### src/rtl/line_raster_pkg.sv
// Shared types and helpers for the line rasteriser and related primitives.
package line_raster_pkg;

    typedef enum logic [1:0] {
        IDLE,
        SETUP,
        DRAW,
        DONE
    } state_t;

    localparam int COORD_W = 16;

    typedef logic signed [COORD_W-1:0] coord_t;

    // Error accumulator width: two extra bits keep 2*err and dx/dy sums in range.
    function automatic int err_w(input int size);
        return size + 2;
    endfunction

endpackage

### src/rtl/line_raster_engine_viewport_clip.sv
// Combinational viewport test: true when (x,y) lies inside 0..XRES-1 x 0..YRES-1.
module viewport_clip
    import line_raster_pkg::*;
#(
    parameter int SIZE = 16,
    parameter int XRES = 640,
    parameter int YRES = 480
) (
    input  logic signed [SIZE-1:0] x,
    input  logic signed [SIZE-1:0] y,
    output logic                   in_view
);

    localparam logic [SIZE:0] X_LIM = (SIZE+1)'(XRES);
    localparam logic [SIZE:0] Y_LIM = (SIZE+1)'(YRES);

    // Non-negative and below the limit on both axes.
    always_comb begin
        in_view = !x[SIZE-1] && ({1'b0, x} < X_LIM) &&
                  !y[SIZE-1] && ({1'b0, y} < Y_LIM);
    end

endmodule

### src/rtl/line_raster_engine.sv
// Single-datapath Bresenham line rasteriser for all octants, streaming
// pixels over valid/ready with optional viewport clipping and abort.
module line_raster_engine
    import line_raster_pkg::*;
#(
    parameter int SIZE    = 16,
    parameter int XRES    = 640,
    parameter int YRES    = 480,
    parameter int CLIP_EN = 1
) (
    input  logic                   clk,
    input  logic                   rst_n,
    input  logic                   clk_enb,
    input  logic                   start,
    input  logic signed [SIZE-1:0] x0,
    input  logic signed [SIZE-1:0] y0,
    input  logic signed [SIZE-1:0] x1,
    input  logic signed [SIZE-1:0] y1,
    input  logic                   abort,
    output logic                   busy,
    output logic                   pix_valid,
    input  logic                   pix_ready,
    output logic signed [SIZE-1:0] pix_x,
    output logic signed [SIZE-1:0] pix_y,
    output logic                   pix_last,
    output logic                   done
);

    localparam int EW = err_w(SIZE);
    localparam logic signed [SIZE-1:0] ONE    = {{(SIZE-1){1'b0}}, 1'b1};
    localparam logic signed [EW-1:0]   ZERO_E = '0;

    state_t state, state_nxt;

    logic signed [SIZE-1:0] cx, cy, ex, ey;
    logic signed [SIZE-1:0] cx_nxt, cy_nxt, ex_nxt, ey_nxt;
    logic signed [EW-1:0]   dx, dy, err;
    logic signed [EW-1:0]   dx_nxt, dy_nxt, err_nxt;
    logic                   sx_neg, sy_neg, sx_neg_nxt, sy_neg_nxt;
    logic                   busy_nxt, pix_valid_nxt, pix_last_nxt, done_nxt;
    logic signed [SIZE-1:0] pix_x_nxt, pix_y_nxt;

    logic signed [EW-1:0]   ddx, ddy, adx, ady;
    logic signed [EW:0]     e2, dx_ext, dy_ext;
    logic                   step_x, step_y;
    logic signed [SIZE-1:0] ncx, ncy;
    logic signed [EW-1:0]   nerr;
    logic                   cur_in, nxt_in, cur_vis, nxt_vis, is_end, nxt_end, advance;

    viewport_clip #(.SIZE(SIZE), .XRES(XRES), .YRES(YRES)) u_clip_cur (
        .x       (cx),
        .y       (cy),
        .in_view (cur_in)
    );

    viewport_clip #(.SIZE(SIZE), .XRES(XRES), .YRES(YRES)) u_clip_nxt (
        .x       (ncx),
        .y       (ncy),
        .in_view (nxt_in)
    );

    // Setup deltas, Bresenham step decision and the next point on the line.
    always_comb begin
        ddx     = {{2{ex[SIZE-1]}}, ex} - {{2{cx[SIZE-1]}}, cx};
        ddy     = {{2{ey[SIZE-1]}}, ey} - {{2{cy[SIZE-1]}}, cy};
        adx     = ddx[EW-1] ? -ddx : ddx;
        ady     = ddy[EW-1] ? -ddy : ddy;
        e2      = {err, 1'b0};
        dx_ext  = {dx[EW-1], dx};
        dy_ext  = {dy[EW-1], dy};
        step_x  = (e2 >= dy_ext);
        step_y  = (e2 <= dx_ext);
        nerr    = err + (step_x ? dy : ZERO_E) + (step_y ? dx : ZERO_E);
        ncx     = step_x ? (sx_neg ? cx - ONE : cx + ONE) : cx;
        ncy     = step_y ? (sy_neg ? cy - ONE : cy + ONE) : cy;
        cur_vis = (CLIP_EN == 0) || cur_in;
        nxt_vis = (CLIP_EN == 0) || nxt_in;
        is_end  = (cx == ex) && (cy == ey);
        nxt_end = (ncx == ex) && (ncy == ey);
        // The presented pixel always mirrors (cx,cy); a clipped point has
        // pix_valid low and so moves on without waiting for the consumer.
        advance = !pix_valid || pix_ready;
    end

    // Next-state and next-register logic; abort overrides everything outside IDLE.
    always_comb begin
        state_nxt     = state;
        cx_nxt        = cx;
        cy_nxt        = cy;
        ex_nxt        = ex;
        ey_nxt        = ey;
        dx_nxt        = dx;
        dy_nxt        = dy;
        err_nxt       = err;
        sx_neg_nxt    = sx_neg;
        sy_neg_nxt    = sy_neg;
        busy_nxt      = busy;
        pix_valid_nxt = pix_valid;
        pix_last_nxt  = pix_last;
        pix_x_nxt     = pix_x;
        pix_y_nxt     = pix_y;
        done_nxt      = 1'b0;

        unique case (state)
            IDLE: begin
                if (start) begin
                    state_nxt = SETUP;
                    cx_nxt    = x0;
                    cy_nxt    = y0;
                    ex_nxt    = x1;
                    ey_nxt    = y1;
                    busy_nxt  = 1'b1;
                end
            end
            SETUP: begin
                dx_nxt        = adx;
                dy_nxt        = -ady;
                err_nxt       = adx - ady;
                sx_neg_nxt    = ddx[EW-1];
                sy_neg_nxt    = ddy[EW-1];
                pix_valid_nxt = cur_vis;
                pix_x_nxt     = cx;
                pix_y_nxt     = cy;
                pix_last_nxt  = cur_vis && is_end;
                state_nxt     = DRAW;
            end
            DRAW: begin
                if (advance) begin
                    if (is_end) begin
                        state_nxt     = DONE;
                        pix_valid_nxt = 1'b0;
                        pix_last_nxt  = 1'b0;
                        done_nxt      = 1'b1;
                    end else begin
                        cx_nxt        = ncx;
                        cy_nxt        = ncy;
                        err_nxt       = nerr;
                        pix_valid_nxt = nxt_vis;
                        pix_x_nxt     = ncx;
                        pix_y_nxt     = ncy;
                        pix_last_nxt  = nxt_vis && nxt_end;
                    end
                end
            end
            DONE: begin
                busy_nxt  = 1'b0;
                state_nxt = IDLE;
            end
            default: state_nxt = IDLE;
        endcase

        if (abort && (state != IDLE)) begin
            state_nxt     = IDLE;
            pix_valid_nxt = 1'b0;
            pix_last_nxt  = 1'b0;
            busy_nxt      = 1'b0;
            done_nxt      = 1'b0;
        end
    end

    // FSM state register.
    always_ff @(posedge clk or negedge rst_n) begin
        if (!rst_n) begin
            state <= IDLE;
        end else if (clk_enb) begin
            state <= state_nxt;
        end
    end

    // Datapath and output registers.
    always_ff @(posedge clk or negedge rst_n) begin
        if (!rst_n) begin
            cx        <= '0;
            cy        <= '0;
            ex        <= '0;
            ey        <= '0;
            dx        <= '0;
            dy        <= '0;
            err       <= '0;
            sx_neg    <= 1'b0;
            sy_neg    <= 1'b0;
            busy      <= 1'b0;
            pix_valid <= 1'b0;
            pix_last  <= 1'b0;
            pix_x     <= '0;
            pix_y     <= '0;
            done      <= 1'b0;
        end else if (clk_enb) begin
            cx        <= cx_nxt;
            cy        <= cy_nxt;
            ex        <= ex_nxt;
            ey        <= ey_nxt;
            dx        <= dx_nxt;
            dy        <= dy_nxt;
            err       <= err_nxt;
            sx_neg    <= sx_neg_nxt;
            sy_neg    <= sy_neg_nxt;
            busy      <= busy_nxt;
            pix_valid <= pix_valid_nxt;
            pix_last  <= pix_last_nxt;
            pix_x     <= pix_x_nxt;
            pix_y     <= pix_y_nxt;
            done      <= done_nxt;
        end
    end

endmodule

### config.mk
export PLATFORM = sky130hd
export DESIGN_NAME = line_raster_engine
export DESIGN_NICKNAME = d
export VERILOG_FILES = /design/src/rtl/line_raster_pkg.sv /design/src/rtl/line_raster_engine_viewport_clip.sv /design/src/rtl/line_raster_engine.sv
export SDC_FILE = /design/constraint.sdc
export NUM_CORES = 1
export LEC_CHECK = 0
export BUFFER_PORTS_ARGS = -buffer_cell sky130_fd_sc_hd__buf_2
export CORE_UTILIZATION = 64
export DETAILED_ROUTE_END_ITERATION = 6
export GPL_TIMING_DRIVEN = 0
export PLACE_DENSITY = 0.85
export SLEW_MARGIN = 20
export SYNTH_ARGS = -nofsm -noshare
export SYNTH_HDL_FRONTEND = slang
export SYNTH_SLANG_ARGS = --single-unit
### constraint.sdc
create_clock -name clk -period 11.5 [get_ports clk]
set_input_delay 2.3 -clock clk [delete_from_list [all_inputs] [get_ports clk]]
set_output_delay 2.3 -clock clk [all_outputs]
set_load 0.01 [all_outputs]
==> results.ini, run 1 <==
[timing]
fin_crit_sh_pct=59.4
final.setup.tns_ps=0
hold_viol=0
drv_slew=0
finalSetupViolCount=0
max_freq_ghz=0.146
worst_slew_pin_slew_ps=1100
rsz0062_at_grt=no
post-route-min-period_ps=6830
slew_headroom_pct=26.9
skew_ps=15.3

[cells_and_area]
final_cell_area_sq_um=16400
final_util_pct=72.0
fin_cells=2214
final_common_cell=nand2_1
drive_above_1_share_pct=10.8
fin_nets=2144
areaGrowthSynthToFinish_pct=10.3
layout_common_cells=nand2_1 (165), o21ai_0 (159), dfrtp_1 (158), nor2_1 (149), ha_1 (136)

[placed_design]
hpwl_mm=38.6
placed_area_sq_um=15700
gp_congestion=0.997
numPortBuffers=104
placedCellCount=2181

[cts]
post_cts_buffers=0
cts_tree=done
clk_latency_ps=450
numCtsBuffers=17
ctsLongestPathBuffers=2
cts-resized-gates=0
cts-root-buf=clkbuf_16
path_clk_slew_ps=70
htreeDepth=4
ctsHoldBuffers=0
clock_sinks=158

[grt]
grt_pass1_wl_mm=77.5
antenna_found_initial=1
grt_overflow_total=0
grt.total_usage_pct=42.5
grt_pass1_vias=14455
grt_max_degree=98

[detailed_routing]
drt-initial-drc-count=1381
wl_per_cell_um=22.6
vias_per_cell=6.65
vias=14729
postRouteAntennaNets=0
drc=0
drt_first_pass_iters=6
routed_wl_mm=49.9

[logic_synthesis]
synth_top_area_share_pct=26.7
synth-main-ff-cell=dfrtp_1
yosys.area.top_type=dfrtp_1
ys_types=83
yosysWarningCount=0
synth-edff-count=0
ys_ff_latch=158
synth_area_leaders=dfrtp_1 (27%), ha_1 (11%), xnor2_1 (5.4%)
yosysSeqAreaShare_pct=26.7
async_reset_ff_share_pct=100
syn-instance-count=1791
avgSynthCellArea_sq_um=8.28
synth.cell_area_sq_um=14800
synth_nets=2020

[flow_run]
timing.max_cap.violations=0

[floorplan]
initial_core_util_pct=65.3
ios=106
die_x_um=154
die_y_um=154
num_rows=55
core_sq_um=22700
die_area_sq_um=23800

[min_path]
hold_path_class=reg -> reg

[critical_path]
worst-endpoint-required_ps=11870
reg2reg_slack_ps=4670
crit_type=reg -> reg
crit_path_max_fanout=10
cp.arrival_ps=7200
end_kind=flop
cp-start-kind=flop

[run_status]
run_status=complete, no violations

==> layout make-up <==
class	count	area, sq um
repair buffers	105	558
flip-flops and latches	158	3950
clock buffers	19	453
inverters	129	484
plain buffers	68	269
fillers	1840	6360
clock inverters	13	154
diodes	1	2.50
well taps	285	357
multi-input cells	1436	10100
==> worst max-delay path, stage by stage (launching register included) <==
cell,delay [ps]
dfrtp_1,440
ha_1,290
nor2b_1,130
o21a_1,130
o211ai_1,80
a21oi_1,380
o211ai_1,460
nand2_1,210
clkbuf_1,540
clkbuf_1,650
nand2_1,170
fa_1,450
inv_1,80
ha_1,170
inv_1,60
fa_1,380
nor2b_1,150
o21ai_0,130
a21oi_1,250
o41a_1,220
nand4_1,150
a31oi_1,280
a31oi_1,180
o21ai_0,310
xnor2_1,170
a21oi_1,90
a21oi_1,190
==> worst paths after layout <==
check | startpoint | end | cells past startpoint
max in group asynchronous | rst_n | pix_y[6] | 2
setup reg to reg | err[0] | err[17] | 26
hold reg to reg | pix_x[7] | pix_x[7] | 2
min in group asynchronous | rst_n | err[2] | 1
hold / removal | pix_x[7] | pix_x[7] | 2
setup / recovery | err[0] | err[17] | 26
==> per-stage QoR <==
stage / hold WS, ps / setup slack [ps]
2_1_floorplan: 449 / 6130
3_3_place_gp: 462 / 4830
3_5_place_dp: 469 / 4930
4_1_cts: 488 / 4900
5_1_grt: 502 / 4410
6_report: 487 / 4670
==> metal layers <==
| layer | vias to the layer above | global-route usage, % | part of all wire, % |
|---|---|---|---|
| met5 | - | 0 | 0 |
| met4 | 0 | 25.0 | 5.3 |
| met3 | 183 | 7.90 | 9.7 |
| met2 | 840 | 69.6 | 46 |
| met1 | 7005 | 52.7 | 39 |
| li1 | 6701 | - | - |
==> cell usage after synthesis (26+ instances only) <==
master    instances
nand2_1         165
o21ai_0         159
dfrtp_1         158
nor2_1          149
ha_1            136
a21oi_1         129
inv_1           129
xnor2_1          91
clkbuf_1         59
xor2_1           50
mux2_2           45
a21o_1           43
nor3_1           43
nand3_1          38
o211ai_1         26
==> sequential cells by signal, summed over array words and instances (netlist names), 2 cells and up <==
| signal | flops |
|---|---|
| dx | 18 |
| dy | 18 |
| err | 18 |
| cx | 16 |
| cy | 16 |
| ex | 16 |
| ey | 16 |
| pix_x | 16 |
| pix_y | 16 |
| state | 2 |
==> kinds of logic (layout without fill, tap and decap cells) <==
family / Yosys count / count (layout) / synth area share, %
adders and majority gates: 159 / 159 / 14.6
other: 0 / 1 / 0
AOI/OAI and AO/OA: 537 / 537 / 23.0
DFF: 158 / 158 / 26.7
buffers and inverters: 197 / 334 / 5.08
xor gates and xnor gates: 144 / 144 / 8.80
and+or+nand+nor: 532 / 532 / 17.1
muxes: 64 / 64 / 4.70
Power of run 1 is not shown: default switching activity piles up to over one toggle a cycle in this logic, so the estimate is an artifact.
==> inputs of run 2 (changes only) <==
--- a/config.mk
+++ b/config.mk
@@ -6,10 +6,10 @@
 export NUM_CORES = 1
 export LEC_CHECK = 0
 export BUFFER_PORTS_ARGS = -buffer_cell sky130_fd_sc_hd__buf_2
-export CORE_UTILIZATION = 64
+export CORE_UTILIZATION = 57
 export DETAILED_ROUTE_END_ITERATION = 6
 export GPL_TIMING_DRIVEN = 0
-export PLACE_DENSITY = 0.85
+export PLACE_DENSITY = 0.8
 export SLEW_MARGIN = 20
 export SYNTH_ARGS = -nofsm -noshare
 export SYNTH_HDL_FRONTEND = slang
==> constraint.sdc (replaced) <==
create_clock -name clk -period 5.7 [get_ports clk]
set_input_delay 1.14 -clock clk [delete_from_list [all_inputs] [get_ports clk]]
set_output_delay 1.14 -clock clk [all_outputs]
set_load 0.01 [all_outputs]
==> run 2 against run 1 <==
  * Worst setup slack got worse by 4600 ps
  * Critical path depth unchanged
  * Clock skew increased by 0.76 ps
  * Die area increased by 12%
  * Via count increased by 0.41%
  * Wire length increased by 0.81%
  * Global-route usage decreased by 4.5 points
  * Critical path type unchanged
  * Critical endpoint unchanged
  * Largest cell class unchanged
==> results.ini, run 2 (synthesis results as in run 1) <==
[run_status]
run_status=complete, no violations

[critical_path]
crit_type=reg -> reg
end_kind=flop
cp-start-kind=flop
worst-endpoint-required_ps=6060  ; -5810 ps
reg2reg_from=ex[0]
rr_worst_depth=26  ; unchanged
reg2reg_to=err[17]
crit_path_max_fanout=8  ; -2
path_delay_family=compound AO/OA/AOI/OAI gates
cp_slowest_cell=or4_1
max_stage_delay_ps=430  ; -220 ps
cp.arrival_ps=5970  ; -1230 ps
reg2reg_slack_ps=90  ; -4580 ps
cp_common_cell=a21o_1
worst-path-buf-inv=3  ; -1

[grt]
met2_usage_pct=60.2  ; -9.4 points
grt_overflow_total=0  ; unchanged
grt_max_degree=85  ; -13%
grt_pass1_wl_mm=77.1  ; -0.49%
grt_pass1_vias=14236  ; -1.5%
grt_use_met1_pct=48.7  ; -4.0 points
grt.total_usage_pct=38.0  ; -4.5 points
met3_usage_pct=7.77  ; -0.13 points
busiest_layer=met2
antenna_found_initial=0  ; -1

[cts]
ctsLongestPathBuffers=2  ; unchanged
cts-root-buf=clkbuf_16
clk_latency_ps=440  ; about the same
htreeDepth=4  ; unchanged
clock_sinks=158  ; unchanged
cts_tree=done
numCtsBuffers=17  ; unchanged
path_clk_slew_ps=70  ; about the same
ctsHoldBuffers=0  ; unchanged

[floorplan]
die_y_um=163  ; +5.9%
die_area_sq_um=26700  ; +12%
die_x_um=163  ; +5.9%
num_rows=58  ; +5.5%
core_sq_um=25300  ; +12%
ios=106  ; unchanged
initial_core_util_pct=58.5  ; -6.7 points

[detailed_routing]
vias=14789  ; +0.41%
drt_first_pass_iters=7  ; +1
drt-initial-drc-count=1402  ; +1.5%
routed_wl_mm=50.3  ; +0.81%
vias_per_cell=6.53  ; -1.9%
postRouteAntennaNets=0  ; unchanged
wl_per_cell_um=22.2  ; -1.5%
drc=0  ; unchanged

[cells_and_area]
areaGrowthSynthToFinish_pct=13.1
layout_common_cells=nand2_1 (163), dfrtp_1 (156), o21ai_0 (155), nor2_1 (146), ha_1 (134)
final_common_cell=nand2_1
multiInputGateArea_sq_um=10400  ; +2.5%
reg_top3=dx (18), dy (18), err (18)
fillers=2172  ; +18%
fin_nets=2152  ; +0.37%
regArea_sq_um=3960  ; about the same
drive_above_1_share_pct=13.5  ; +2.7 points
fin_cells=2266  ; +2.3%
num_antenna_cells=0  ; -1

[timing]
post-route-min-period_ps=5610  ; -1220 ps
skew_ps=16.0  ; +0.761 ps
worst_slew_pin_slew_ps=1130  ; +29.8 ps
slew_headroom_pct=24.1  ; -2.8 points
drv_slew=0  ; unchanged
final.setup.tns_ps=0  ; unchanged
max_freq_ghz=0.178  ; +22%
hold_viol=0  ; unchanged
fin_crit_sh_pct=98.5  ; +39 points
rsz0062_at_grt=yes
finalSetupViolCount=0  ; unchanged

[min_path]
hold_depth=2  ; unchanged
min-delay-start=pix_x[4]
hold_path_class=reg -> reg
min_to=pix_x[4]

[flow_run]
timing.max_cap.violations=0  ; unchanged

[placed_design]
numPortBuffers=104  ; unchanged
gp_congestion=1.02  ; +2.0%
hpwl_mm=38.9  ; +0.73%
placedCellCount=2226  ; +2.1%

## run 2: cell types whose count changed in the layout (fill, tap and decap cells not counted), moves of 3 or more
cell | previous run | this run
o21ai_0 | 159 | 155
a31oi_1 | 23 | 20
xnor2_2 | 0 | 4
xnor2_1 | 91 | 87
buf_8 | 1 | 4
a2111oi_0 | 7 | 4
buf_4 | 0 | 14
nor2_1 | 149 | 146
a21oi_2 | 0 | 5
clkbuf_1 | 59 | 51
a21oi_1 | 129 | 123
## run 2: cell type report
| class | count | area share, % |
|---|---|---|
| Buffer | 62 | 1.71 |
| Clock buffer | 18 | 2.56 |
| Clock inverter | 14 | 0.948 |
| Inverter | 129 | 2.89 |
| Multi-Input combinational cell | 1436 | 61.9 |
| Sequential cell | 158 | 23.6 |
| Tap cell | 330 | 2.46 |
| Timing Repair Buffer | 119 | 3.95 |
## run 2: metrics by stage
stage               util, %  setup WS [ps]  hold slack (ps)  instance area, sq um
finish                 66.2           87.0              476                 16800
global route           66.2           -106              498                 16800
CTS                    65.2          0.774              482                 16500
detailed placement     62.4           -850              466                 15800
global placement       62.2           -996              462                 15800
floorplan                 -            327              449                 14800
## run 2: worst min-delay path, cell delays in order, from the launching register on
cell	delay, ps
dfrtp_1	340
nand2_1	50
o21ai_0	60
## run 2: how the worst max path moves through the flow
stage,from,end,cells after the start
detailed placement,err[0],err[17],26
CTS,ex[0],err[17],26
floorplan,ex[0],err[17],26
global placement,dx[17],err[17],24
global route,ex[0],err[16],25
finish,ex[0],err[17],26
## run 2: layer usage
layer  up-vias  share of wire, %
met5         -                 0
met4         0               5.3
met3       179               9.5
met2       820                45
met1      7077                40
li1       6713                 -
## run 2: repair_timing
item	CTS	global route
resized for setup	34	41
setup buffers	3	11
pin swaps	3	17
endpoints found under the setup margin	10	5
Power of run 2 is left out for the same reason.
